===== config.mk =====
export PLATFORM = sky130hd
export DESIGN_NAME = record_core
export DESIGN_NICKNAME = d
export VERILOG_FILES = /design/src/rtl/record_core.sv
export SDC_FILE = /design/constraint.sdc
export NUM_CORES = 1
export LEC_CHECK = 0
export CORE_MARGIN = 4
export CORE_UTILIZATION = 50
export CTS_BUF_LIST = sky130_fd_sc_hd__clkbuf_8
export DETAILED_ROUTE_END_ITERATION = 16
export MAX_ROUTING_LAYER = met4
export PLACE_DENSITY = 0.73
export SYNTH_ARGS = -nofsm -noshare
export SYNTH_HDL_FRONTEND = slang
export SYNTH_SLANG_ARGS = --single-unit

===== constraint.sdc =====
create_clock -name i_clk -period 8.6 [get_ports i_clk]
set_clock_uncertainty 0.1 [all_clocks]
set_input_delay 0.86 -clock i_clk [delete_from_list [all_inputs] [get_ports i_clk]]
set_output_delay 0.86 -clock i_clk [all_outputs]
set_load 0.01 [all_outputs]

===== src/rtl/record_core.sv =====
// record_core: audio capture engine. Decimates codec samples into a small FIFO,
// drains them to SDRAM from rec_select+1, then writes the word count at rec_select.
//
// Ports:
//   i_clk, i_rst                    clock, synchronous active-high reset
//   rec_start, rec_select           begin recording, header address (latched)
//   rec_pause, rec_stop             drop samples while high, end recording
//   rec_done                        pulse when the header write is acknowledged
//   rec_write, rec_addr,
//   rec_writedata                   SDRAM write request, address and data
//   rec_sdram_finished              SDRAM write acknowledge
//   rec_audio_valid, rec_audio_data,
//   rec_audio_ready                 codec sample handshake
module record_core #(
    parameter int          FIFO_DEPTH = 4,
    parameter int          DECIM      = 2,
    parameter logic [22:0] MAX_WORDS  = 23'h7FFFF0
) (
    input  logic        i_clk,
    input  logic        i_rst,
    input  logic        rec_start,
    input  logic [22:0] rec_select,
    input  logic        rec_pause,
    input  logic        rec_stop,
    output logic        rec_done,
    output logic        rec_write,
    output logic [22:0] rec_addr,
    output logic [31:0] rec_writedata,
    input  logic        rec_sdram_finished,
    input  logic        rec_audio_valid,
    input  logic [31:0] rec_audio_data,
    output logic        rec_audio_ready
);

    localparam int AW = $clog2(FIFO_DEPTH);
    localparam int OW = AW + 1;
    localparam int PW = (DECIM > 1) ? $clog2(DECIM) : 1;
    localparam logic [OW-1:0] DEPTH_C = OW'(FIFO_DEPTH);

    typedef enum logic [1:0] {
        S_IDLE,
        S_RECORD,
        S_FLUSH,
        S_WRITE_LEN
    } state_t;

    state_t        state;
    logic [22:0]   sel;
    logic [22:0]   wptr;
    logic [22:0]   count;
    logic [PW-1:0] phase;
    logic [31:0]   mem [FIFO_DEPTH];
    logic [AW-1:0] wr_ptr;
    logic [AW-1:0] rd_ptr;
    logic [OW-1:0] occ;

    logic          draining;
    logic          fifo_empty;
    logic          fifo_full;
    logic          accept;
    logic          push;
    logic          pop;
    logic [OW-1:0] occ_next;
    logic [22:0]   count_next;
    logic [PW-1:0] phase_inc;

    assign draining   = (state == S_RECORD) || (state == S_FLUSH);
    assign fifo_empty = (occ == '0);
    assign fifo_full  = (occ == DEPTH_C);

    assign rec_audio_ready = (state == S_RECORD) && !fifo_full;
    assign accept     = rec_audio_valid && rec_audio_ready;
    // Only the first sample of each decimation group is kept.
    assign push       = accept && !rec_pause && (phase == '0);
    assign pop        = draining && !fifo_empty && rec_sdram_finished;
    assign occ_next   = occ + OW'(push) - OW'(pop);
    assign count_next = count + 23'(push);
    assign phase_inc  = (phase == PW'(DECIM - 1)) ? '0 : phase + PW'(1);

    assign rec_done   = (state == S_WRITE_LEN) && rec_sdram_finished;

    always_comb begin
        rec_write     = 1'b0;
        rec_addr      = '0;
        rec_writedata = '0;
        unique case (1'b1)
            (state == S_WRITE_LEN): begin
                rec_write     = 1'b1;
                rec_addr      = sel;
                rec_writedata = {9'b0, count};
            end
            (draining && !fifo_empty): begin
                rec_write     = 1'b1;
                rec_addr      = wptr;
                rec_writedata = mem[rd_ptr];
            end
            default: ;
        endcase
    end

    always_ff @(posedge i_clk) begin
        if (push) begin
            mem[wr_ptr] <= rec_audio_data;
        end
    end

    always_ff @(posedge i_clk) begin
        if (i_rst) begin
            state  <= S_IDLE;
            sel    <= '0;
            wptr   <= '0;
            count  <= '0;
            phase  <= '0;
            wr_ptr <= '0;
            rd_ptr <= '0;
            occ    <= '0;
        end else begin
            unique case (state)
                S_IDLE: begin
                    if (rec_start) begin
                        sel    <= rec_select;
                        wptr   <= rec_select + 23'd1;
                        count  <= '0;
                        phase  <= '0;
                        wr_ptr <= '0;
                        rd_ptr <= '0;
                        occ    <= '0;
                        state  <= S_RECORD;
                    end
                end
                S_RECORD, S_FLUSH: begin
                    occ <= occ_next;
                    if (push) begin
                        wr_ptr <= wr_ptr + AW'(1);
                        count  <= count_next;
                    end
                    if (pop) begin
                        rd_ptr <= rd_ptr + AW'(1);
                        wptr   <= wptr + 23'd1;
                    end
                    if (accept) begin
                        phase <= rec_pause ? '0 : phase_inc;
                    end
                    // Skip FLUSH when nothing is left to drain so the
                    // header goes out the very next cycle.
                    if (state == S_RECORD) begin
                        if (rec_stop || (push && count_next == MAX_WORDS)) begin
                            state <= (occ_next == '0) ? S_WRITE_LEN : S_FLUSH;
                        end
                    end else if (occ_next == '0) begin
                        state <= S_WRITE_LEN;
                    end
                end
                S_WRITE_LEN: begin
                    if (rec_sdram_finished) begin
                        state <= S_IDLE;
                    end
                end
                default: state <= S_IDLE;
            endcase
        end
    end

endmodule


==> out/metrics.csv, run 1 <==
stage;metric;value;unit
outcome;status;finished, final reports clean;
power_and_ir_drop;Internal;1997;uW
logic_synthesis;post-synthesis xor/xnor area fraction;0.8268;%
logic_synthesis;post-synth top area share;37.91;%
layout;layout cells sized above 1;11.87;%
logic_synthesis;syn nets;965;
layout;Layout Cells excl Fill;1284;
power_and_ir_drop;Cell Pwr Density;252.8;mW/mm^2
die;I/O Pins;120;
layout;# diodes;0;
timing;Final min period;4.214;ns
layout;NumNets Final;1067;
timing;Worst-Margin Slew;1.144;ns
worst_setup_path;CP top delay family;simple AND/OR/NAND/NOR gates;
timing;fmax;237.3;MHz
die;site row count;51;
timing;Final Cycle Share;49.00;%
clocking;CTS Hold Bufs;0;
timing;Final Hold Vio Count;0;
logic_synthesis;Synth Area in Compound Gates;17.25;%
power_and_ir_drop;Power, Total;3076;uW
placed_design;DP HPWL;15360;um
clocking;CTS tree;done;
logic_synthesis;Syn Std Cell Area;0.01014;mm^2
worst_setup_path;crit-path cells;clkdlybuf4s50_1 > nor3b_1 > o311ai_1 > clkinv_1 > ha_1 > ha_1 > and4_1 > nand4_1 > or4_1 > a221oi_1 > a31oi_1 > a211oi_2;
timing;Slew HR;23.75;%
timing;RSZ-0062 raised after global routing;no;
logic_synthesis;ys flop type;edfxtp_1;
drt;DRT iter0 DRCs;489;
clocking;clock slew at reported path FFs;0.06;ns
logic_synthesis;Yosys top cell by area;edfxtp_1;
logic_synthesis;register area share after synthesis;53.90;%
timing;Final TNS setup;0;ns
power_and_ir_drop;P_sw;1079;uW
worst_setup_path;Worst Path Max Fanout;11;
power_and_ir_drop;switch share;35.08;%
clocking;CTS max path bufs;3;
timing;final setup fails;0;
die;core area;0.01972;mm^2
power_and_ir_drop;leakage power;0.003980;uW
grt;largest net degree at the start of global routing;83;
worst_setup_path;RR Startpoint;occ[2];
worst_setup_path;CP dominant cell by count;ha_1;
worst_setup_path;crit path from;rec_audio_valid;
worst_setup_path;r2r setup slk;4.52;ns
clocking;clock sink count;209;
grt;first-pass GRT wire length;39270;um
logic_synthesis;simple-gate share of the synthesized area;13.72;%
logic_synthesis;Synth Area in Adders;1.678;%
grt;initial antenna violation count;0;
power_and_ir_drop;Peak VDD IR;235.0;uV
min_path;worst min path class;reg2reg;
clocking;Post-CTS Setup Inserts;0;
worst_setup_path;critical path startpoint category;primary input;
power_and_ir_drop;clock network power share;27.9;%
grt;vias in the first global route;7411;
drt;Via density;5.960;
worst_setup_path;Setup crit end;state[1];
layout;Layout area overhead;19.99;%
drt;average wire per standard cell;19.28;um
die;starting density of the core;51.42;%
grt;GRT Resource Usage Total;22.52;%
drt;final WL;24750;um
worst_setup_path;critical path class;in2reg;
logic_synthesis;Post-synth EDFFs;128;
logic_synthesis;Synth Instances;890;
drt;Vias;7652;
logic_synthesis;flop and latch count out of synthesis;209;
logic_synthesis;Yosys Warn Count;0;
placed_design;Place WS;3.928;ns
placed_design;placer congestion estimate;0.9020;
drt;TritonRoute pass-1 iters;5;
logic_synthesis;Synth async-reset ratio;0;%
logic_synthesis;post-synth cell types;83;
die;DIE AREA;0.02262;mm^2
worst_setup_path;crit path DAT;4.54;ns
power_and_ir_drop;Flop pwr share;40.0;%
worst_setup_path;slowest cell on the critical path;or4_1;
clocking;count of cells resized by post-cts repair;0;
logic_synthesis;multiplexer share of the synthesized area;8.934;%
logic_synthesis;largest family of logic cells by synthesized area;compound AO/OA/AOI/OAI gates;
placed_design;# port buffers;119;
timing;Final Slew Violations;0;
die;Die Height;150.4;um
clocking;H-tree Lvls;2;
clocking;later-pin clock latency in the skew report;0.53;ns
worst_setup_path;FF-to-FF path depth;11;
timing;hold_ws;0.3526;ns
drt;DRC viols;0;
worst_setup_path;Crit. End Element;flop;
placed_design;DP Cell Count;1220;
drt;ANT nets after route;0;
clocking;CTS buffer count;35;
worst_setup_path;Worst path depth;12;
clocking;CTS Root Buffer Type;clkbuf_8;
worst_setup_path;Reg-to-Reg End;state[1];
power_and_ir_drop;Logic pwr share;32.1;%
job;# Max-Cap Violations;0;
logic_synthesis;mean post-synth cell area;11.39;um^2
grt;GRT Residual Overflow;0;
worst_setup_path;Slowest Stage Delay on Critical Path;0.52;ns
worst_setup_path;CP bufs+invs;2;
layout;fillcell total;1590;
worst_setup_path;CP required;8.93;ns
timing;setup ws final;4.386;ns
logic_synthesis;largest cells by area after synthesis;edfxtp_1, dfxtp_1, mux4_2, a22o_1, a21oi_1;
die;die width;150.4;um
==> placed cells by master, fill, tap and decap left out, types with 14 or more instances in the layout <==
master	Yosys	routed
nand3_1	30	30
buf_4	0	14
a21oi_1	71	70
nand3b_1	14	14
edfxtp_1	128	128
dfxtp_1	81	80
clkdlybuf4s50_1	0	118
and2_1	19	19
a22o_1	47	47
a31oi_1	18	18
mux2i_1	14	14
inv_1	17	27
mux4_2	32	32
nor2_1	42	41
o21ai_0	38	38
nand2_1	94	94
clkbuf_8	2	37
==> state kept, by name, indices dropped and copies added (netlist names), named ones only <==
register	cells
count	23
mem	128
occ	3
phase	1
rd_ptr	2
sel	23
state	2
wptr	23
wr_ptr	2
==> cells in the mapped netlist (12+ instances only) <==
cell type	number
a21oi_1	71
mux2i_1	14
edfxtp_1	128
nor2b_1	13
dfxtp_1	81
ha_1	12
nand2_1	94
o21ai_0	38
and2_1	19
mux4_2	32
nor2_1	42
nand3_1	30
a22o_1	47
buf_2	12
clkbuf_1	43
nand3b_1	14
a31oi_1	18
inv_1	17
==> tightest hold or removal path, cell delays in order, from the launching register on <==
cell     delay, ns
dfxtp_1       0.31
nand2_1       0.05
a21oi_1       0.05
==> cell families after synthesis <==
| logic type | Yosys count |
|---|---|
| simple gates | 271 |
| compound gates | 253 |
| flops | 209 |
| buf+inv | 86 |
| mux | 50 |
| fa+ha+maj | 13 |
| xor+xnor | 8 |
==> stage by stage <==
step | util [%] | instance area [um^2]
2_1_floorplan | - | 10140
3_3_place_gp | 58.19 | 11470
3_5_place_dp | 58.19 | 11470
4_1_cts | 61.70 | 12170
5_1_grt | 61.70 | 12170
6_report | 61.70 | 12170
==> metal layers <==
layer | vias to the layer above | GRT usage [%] | part of all wire, %
li1 | 3630 | - | -
met1 | 3711 | 30.43 | 45
met2 | 277 | 34.36 | 46
met3 | 34 | 4.967 | 7.6
met4 | 0 | 6.953 | 1.6
met5 | - | - | 0
==> worst min-delay path by stage <==
stage / slack [ns] / cells past startpoint / startpoint / to
2_1_floorplan: 0.34 / 2 / sel[0] / sel[0]
3_3_place_gp: 0.34 / 2 / sel[6] / sel[6]
3_5_place_dp: 0.35 / 2 / sel[20] / sel[20]
4_1_cts: 0.35 / 2 / sel[20] / sel[20]
5_1_grt: 0.37 / 2 / sel[9] / sel[9]
6_report: 0.35 / 2 / sel[16] / sel[16]
==> power groups by stage <==
stage	Combinational [uW]	Clock [uW]	Sequential (uW)
after global placement	974	0	1240
after floorplan	732	0	1230
after CTS	988	885	1230
after global routing	1090	934	1240
after detailed placement	987	0	1250
final	986	858	1230
==> cell type report <==
cell class	instances	area, um^2	share of cell area, %
Clock buffer	37	509.2	4.186
Clock inverter	27	183.9	1.512
Inverter	18	67.56	0.5553
Multi-Input combinational cell	595	4317	35.48
Sequential cell	209	5466	44.93
Tap cell	265	331.6	2.725
Timing Repair Buffer	133	1291	10.61
(Power assumes the default switching activity.)
==> inputs of run 2 (changes only) <==
Clock period 8.6 ns to 4.05 ns, I/O delays scaled along.
==> out/metrics.csv, run 2 (synthesis gave the netlist of run 1 again) <==
stage;metric;value;unit;change
outcome;status;finished, final reports clean;;
drt;DRT iter0 DRCs;447;;-8.6%
power_and_ir_drop;P_sw;2286;uW;+110%
clocking;clock sink count;209;;unchanged
layout;Reg with most FFs;mem;;
layout;layout cells sized above 1;11.82;%;-0.058 points
clocking;count of cells resized by post-cts repair;0;;unchanged
grt;largest net degree at the start of global routing;83;;unchanged
placed_design;# port buffers;119;;unchanged
placed_design;area post-placement;0.01154;mm^2;+0.61%
grt;initial antenna violation count;0;;unchanged
worst_setup_path;CP top delay family;buffers and inverters;;
worst_setup_path;critical path class;reg2out;;
placed_design;DP HPWL;15620;um;+1.7%
timing;Final Hold Vio Count;0;;unchanged
job;# Max-Cap Violations;0;;unchanged
die;starting density of the core;51.42;%;unchanged
timing;Final min period;3.711;ns;
clocking;CTS Root Buffer Type;clkbuf_8;;
timing;final setup fails;0;;unchanged
die;die width;150.4;um;unchanged
worst_setup_path;crit path DAT;3.21;ns;-1.33 ns
grt;first-pass GRT wire length;39280;um;about the same
clocking;CTS tree;done;;
layout;register area;0.005466;mm^2;unchanged
layout;area of the multi-input gates;0.004317;mm^2;unchanged
layout;NumNets Final;1074;;+0.66%
clocking;clock slew at reported path FFs;0.06;ns;about the same
timing;Worst-Margin Slew;1.336;ns;+0.1918 ns
die;site row count;51;;unchanged
grt;GRT Resource Usage Total;22.49;%;-0.033 points
power_and_ir_drop;Cell Pwr Density;528.5;mW/mm^2;+110%
drt;ANT nets after route;0;;unchanged
worst_setup_path;critical path startpoint category;flop;;
drt;Via density;5.976;;+0.28%
min_path;worst min path class;reg2reg;;
placed_design;placer congestion estimate;0.9046;;+0.29%
layout;Design Area, Final;0.01218;mm^2;+0.10%
clocking;Post-CTS Setup Inserts;0;;unchanged
worst_setup_path;CP dominant cell by count;inv_1;;
placed_design;Place WS;0.3452;ns;-3.583 ns
layout;Final Util;61.77;%;+0.063 points
timing;hold_ws;0.3536;ns;+0.001055 ns
worst_setup_path;slowest cell on the critical path;clkdlybuf4s50_1;;
die;Die Height;150.4;um;unchanged
layout;most common cell after layout, fill and taps aside;edfxtp_1;;
die;DIE AREA;0.02262;mm^2;unchanged
power_and_ir_drop;switch share;35.51;%;+0.43 points
clocking;CTS max path bufs;3;;unchanged
worst_setup_path;Slowest Stage Delay on Critical Path;0.56;ns;+0.04 ns
power_and_ir_drop;leakage power;0.003995;uW;+0.38%
worst_setup_path;Worst Path Max Fanout;82;;+71
drt;TritonRoute pass-1 iters;5;;unchanged
power_and_ir_drop;Logic pwr share;32.7;%;+0.6 points
worst_setup_path;CP required;3.54;ns;-5.39 ns
clocking;H-tree Lvls;2;;unchanged
layout;Layout area overhead;20.11;%;
clocking;CTS Hold Bufs;0;;unchanged
timing;RSZ-0062 raised after global routing;no;;
layout;most frequent cells in the layout;edfxtp_1, clkdlybuf4s50_1, nand2_1;;
die;I/O Pins;120;;unchanged
drt;Vias;7703;;+0.67%
drt;final WL;24640;um;-0.44%
clocking;later-pin clock latency in the skew report;0.55;ns;+0.02 ns
layout;fillcell total;1587;;-0.19%
power_and_ir_drop;Peak VDD IR;534.6;uV;+130%
timing;Final Slew Violations;0;;unchanged
timing;Final TNS setup;0;ns;unchanged
drt;average wire per standard cell;19.12;um;-0.82%
timing;Slew HR;10.63;%;-13 points
layout;flip-flop count of the largest register after layout;128;;unchanged
power_and_ir_drop;clock network power share;26.2;%;-1.7 points
timing;Final Cycle Share;91.63;%;
grt;GRT Residual Overflow;0;;unchanged
timing;setup ws final;0.3392;ns;-4.047 ns
drt;DRC viols;0;;unchanged
timing;fmax;269.5;MHz;
layout;# diodes;0;;unchanged
clocking;CTS buffer count;36;;+2.9%
power_and_ir_drop;Flop pwr share;41.1;%;+1.1 points
power_and_ir_drop;Internal;4151;uW;+110%
worst_setup_path;CP bufs+invs;5;;+3
worst_setup_path;crit-path cells;inv_1 > ha_2 > buf_12 > inv_1 > nor2_4 > buf_4 > a22o_1 > clkdlybuf4s50_1;;
die;core area;0.01972;mm^2;unchanged
worst_setup_path;Crit. End Element;output pin;;
grt;vias in the first global route;7442;;+0.42%
-- run 2: per-layer routing --
layer / GRT usage (%) / share of wire, % / vias up
li1: - / - / 3652
met1: 30.00 / 44 / 3722
met2: 34.76 / 47 / 272
met3: 4.425 / 7.0 / 57
met4: 7.731 / 2.5 / 0
met5: - / 0 / -
-- run 2: final timing paths --
kind,startpoint,end,slack (ns),depth (start not counted)
max,state[0],rec_writedata[17],0.34,8
min,sel[22],sel[22],0.35,2
max reg2reg,occ[2],state[1],0.44,12
min reg2reg,sel[22],sel[22],0.35,2
-- run 2: layout make-up --
| class | instances | area share, % |
|---|---|---|
| clock buffer | 37 | 4.181 |
| inverter | 18 | 0.5548 |
| multi-input combinational | 595 | 35.44 |
| tap | 265 | 2.722 |
| sequential | 209 | 44.88 |
| timing repair buffer | 139 | 11.18 |
| clock inverter | 26 | 1.038 |
-- run 2: power groups by stage --
stage	Clock, uW	Combinational, uW	Sequential [uW]
after floorplan	0	1550	2600
after global placement	0	2070	2680
after detailed placement	0	2090	2690
after CTS	1730	2090	2650
after global routing	1830	2330	2680
final	1690	2100	2650
-- run 2: metrics by stage --
step,instances,power [uW]
3_5_place_dp,1226,4776
6_report,1289,6436
3_3_place_gp,1226,4751
4_1_cts,1289,6472
5_1_grt,1289,6837
2_1_floorplan,890,4159
-- run 2: tightest hold or removal path, cell delays in order, from the launching register on --
cell and delay [ns]:
dfxtp_1 0.31, nand2_1 0.05, a21oi_1 0.05
==> inputs of run 3 (changes only) <==
Settings changed: CELL_PAD_IN_SITES_DETAIL_PLACEMENT set to 1, CELL_PAD_IN_SITES_GLOBAL_PLACEMENT set to 1, CORE_UTILIZATION 50 to 42, PLACE_DENSITY 0.73 to not set, PLACE_DENSITY_LB_ADDON set to 0.1.
Clock period 4.05 ns to 3.4 ns, I/O delays scaled along.
==> out/metrics.csv, run 3 (synthesis gave the netlist of run 1 again) <==
stage;metric;value;unit;change
min_path;worst min path class;in2reg;;
placed_design;DP HPWL;19050;um;+22%
layout;Layout area overhead;26.21;%;
layout;layout cells sized above 1;16.23;%;+4.4 points
clocking;CTS buffer count;37;;+2.8%
power_and_ir_drop;clock network power share;27.0;%;+0.8 points
worst_setup_path;critical path startpoint category;flop;;
timing;Final Hold Vio Count;0;;unchanged
timing;Slew HR;40.59;%;+30 points
grt;largest net degree at the start of global routing;45;;-46%
grt;vias in the first global route;8169;;+9.8%
drt;DRC viols;0;;unchanged
layout;Layout Cells excl Fill;1385;;+7.4%
timing;fmax;313.3;MHz;
clocking;CTS tree;done;;
timing;final setup fails;0;;unchanged
power_and_ir_drop;Flop pwr share;37.2;%;-3.9 points
power_and_ir_drop;switch share;35.63;%;+0.11 points
layout;Reg with most FFs;mem;;
layout;most frequent cells in the layout;edfxtp_1, clkdlybuf4s50_1, nand2_1;;
layout;Final Util;54.20;%;-7.6 points
placed_design;placer congestion estimate;0.8322;;-8.0%
layout;most common cell after layout, fill and taps aside;edfxtp_1;;
power_and_ir_drop;Peak VDD IR;471.0;uV;-12%
die;Die Height;163.4;um;+8.6%
grt;GRT Residual Overflow;0;;unchanged
power_and_ir_drop;Cell Pwr Density;658.3;mW/mm^2;+25%
worst_setup_path;Crit. End Element;output pin;;
clocking;H-tree Lvls;2;;unchanged
placed_design;DP Cell Count;1313;;+7.1%
power_and_ir_drop;leakage power;0.004286;uW;+7.3%
drt;TritonRoute pass-1 iters;5;;unchanged
power_and_ir_drop;P_sw;3002;uW;+31%
layout;# diodes;0;;unchanged
drt;ANT nets after route;0;;unchanged
die;core area;0.02361;mm^2;+20%
clocking;CTS max path bufs;3;;unchanged
power_and_ir_drop;Logic pwr share;35.9;%;+3.2 points
grt;first-pass GRT wire length;45980;um;+17%
die;I/O Pins;120;;unchanged
drt;average wire per standard cell;21.39;um;+12%
timing;Worst-Margin Slew;0.8911;ns;-0.4444 ns
clocking;later-pin clock latency in the skew report;0.55;ns;about the same
clocking;CTS Root Buffer Type;clkbuf_8;;
worst_setup_path;Worst Path Max Fanout;17;;-79%
job;# Max-Cap Violations;0;;unchanged
timing;Final Slew Violations;0;;unchanged
drt;final WL;29620;um;+20%
die;starting density of the core;42.94;%;-8.5 points
layout;NumNets Final;1113;;+3.6%
drt;Vias;7915;;+2.8%
drt;Via density;5.715;;-4.4%
outcome;status;finished, final reports clean;;
grt;GRT Resource Usage Total;22.61;%;+0.12 points
timing;Final min period;3.192;ns;
placed_design;# port buffers;119;;unchanged
clocking;CTS Hold Bufs;0;;unchanged
grt;initial antenna violation count;0;;unchanged
power_and_ir_drop;Power, Total;8425;uW;+31%
power_and_ir_drop;Internal;5423;uW;+31%
clocking;clock sink count;209;;unchanged
worst_setup_path;CP required;2.96;ns;-0.58 ns
die;site row count;56;;+9.8%
drt;DRT iter0 DRCs;523;;+17%
clocking;clock slew at reported path FFs;0.07;ns;about the same
worst_setup_path;crit path DAT;2.75;ns;-0.46 ns
die;die width;163.4;um;+8.6%
worst_setup_path;critical path class;reg2out;;
timing;Final Cycle Share;93.88;%;
timing;RSZ-0062 raised after global routing;no;;
layout;flip-flop count of the largest register after layout;128;;unchanged
die;DIE AREA;0.02669;mm^2;+18%
==> run 3: cell count changes in the layout (fill, tap and decap cells not counted), sizes merged, moves of 2 or more <==
cell    before  now
buf         21   55
bufinv       0    2
clkbuf      37   43
clkinv      12    9
inv         31   34
==> run 3: final timing paths <==
| path | depth (start not counted) | end | from | slack, ns |
|---|---|---|---|---|
| worst min register to register | 2 | sel[10] | sel[10] | 0.35 |
| worst max register to register | 13 | state[1] | state[1] | 0.23 |
| worst min-delay path | 2 | count[18] | i_rst | 0.30 |
| worst max-delay path | 9 | rec_addr[21] | state[1] | 0.21 |
==> run 3: metal layers <==
layer  share of wire, %  global-route usage [%]
met5                  0                       -
met4                1.7                   5.414
met3                4.9                   3.432
met2                 49                   37.32
met1                 44                   29.72
==> run 3: final cells by class <==
class / count / area (um^2)
repair buffers: 177 / 1773
flip-flops and latches: 209 / 5468
clock buffers: 40 / 550.5
inverters: 18 / 67.56
clock inverters: 27 / 170.2
well taps: 319 / 399.1
fillers: 2517 / 10820
multi-input cells: 595 / 4369
==> run 3: stage by stage <==
| step | hold WS [ns] | cell area [um^2] | setup slack, ns | setup TNS [ns] |
|---|---|---|---|---|
| 2_1_floorplan | 0.3366 | 10170 | 0.03305 | 0 |
| 3_3_place_gp | 0.3423 | 11900 | -0.1094 | -0.1761 |
| 3_5_place_dp | 0.3489 | 11900 | -0.1372 | -0.2163 |
| 4_1_cts | 0.2658 | 12660 | 0.03786 | 0 |
| 5_1_grt | 0.3088 | 12800 | 0.03163 | 0 |
| 6_report | 0.3007 | 12800 | 0.2080 | 0 |
==> run 3: worst max-delay path, cell delays in order, from the launching register on <==
cell and delay [ns]:
dfxtp_1 0.36, inv_2 0.08, ha_4 0.35, buf_16 0.17
inv_1 0.10, nor2_4 0.11, buf_12 0.14, buf_12 0.14
a22o_1 0.19, clkdlybuf4s50_1 0.55
==> run 3: power groups by stage <==
stage	Sequential (uW)	Clock [uW]	Combinational, uW
3_5_place_dp	3170	0	2810
3_3_place_gp	3160	0	2750
2_1_floorplan	3100	0	1880
6_report	3130	2270	3020
5_1_grt	3160	2490	3300
4_1_cts	3120	2370	2940
==> run 3: repair_timing <==
item,in CTS,in global routing
setup endpoints to repair,51,44
pin swaps,0,1
gates cloned,1,3
endpoints found under the hold margin,0,0
resized for setup,1,11
setup buffers,0,1
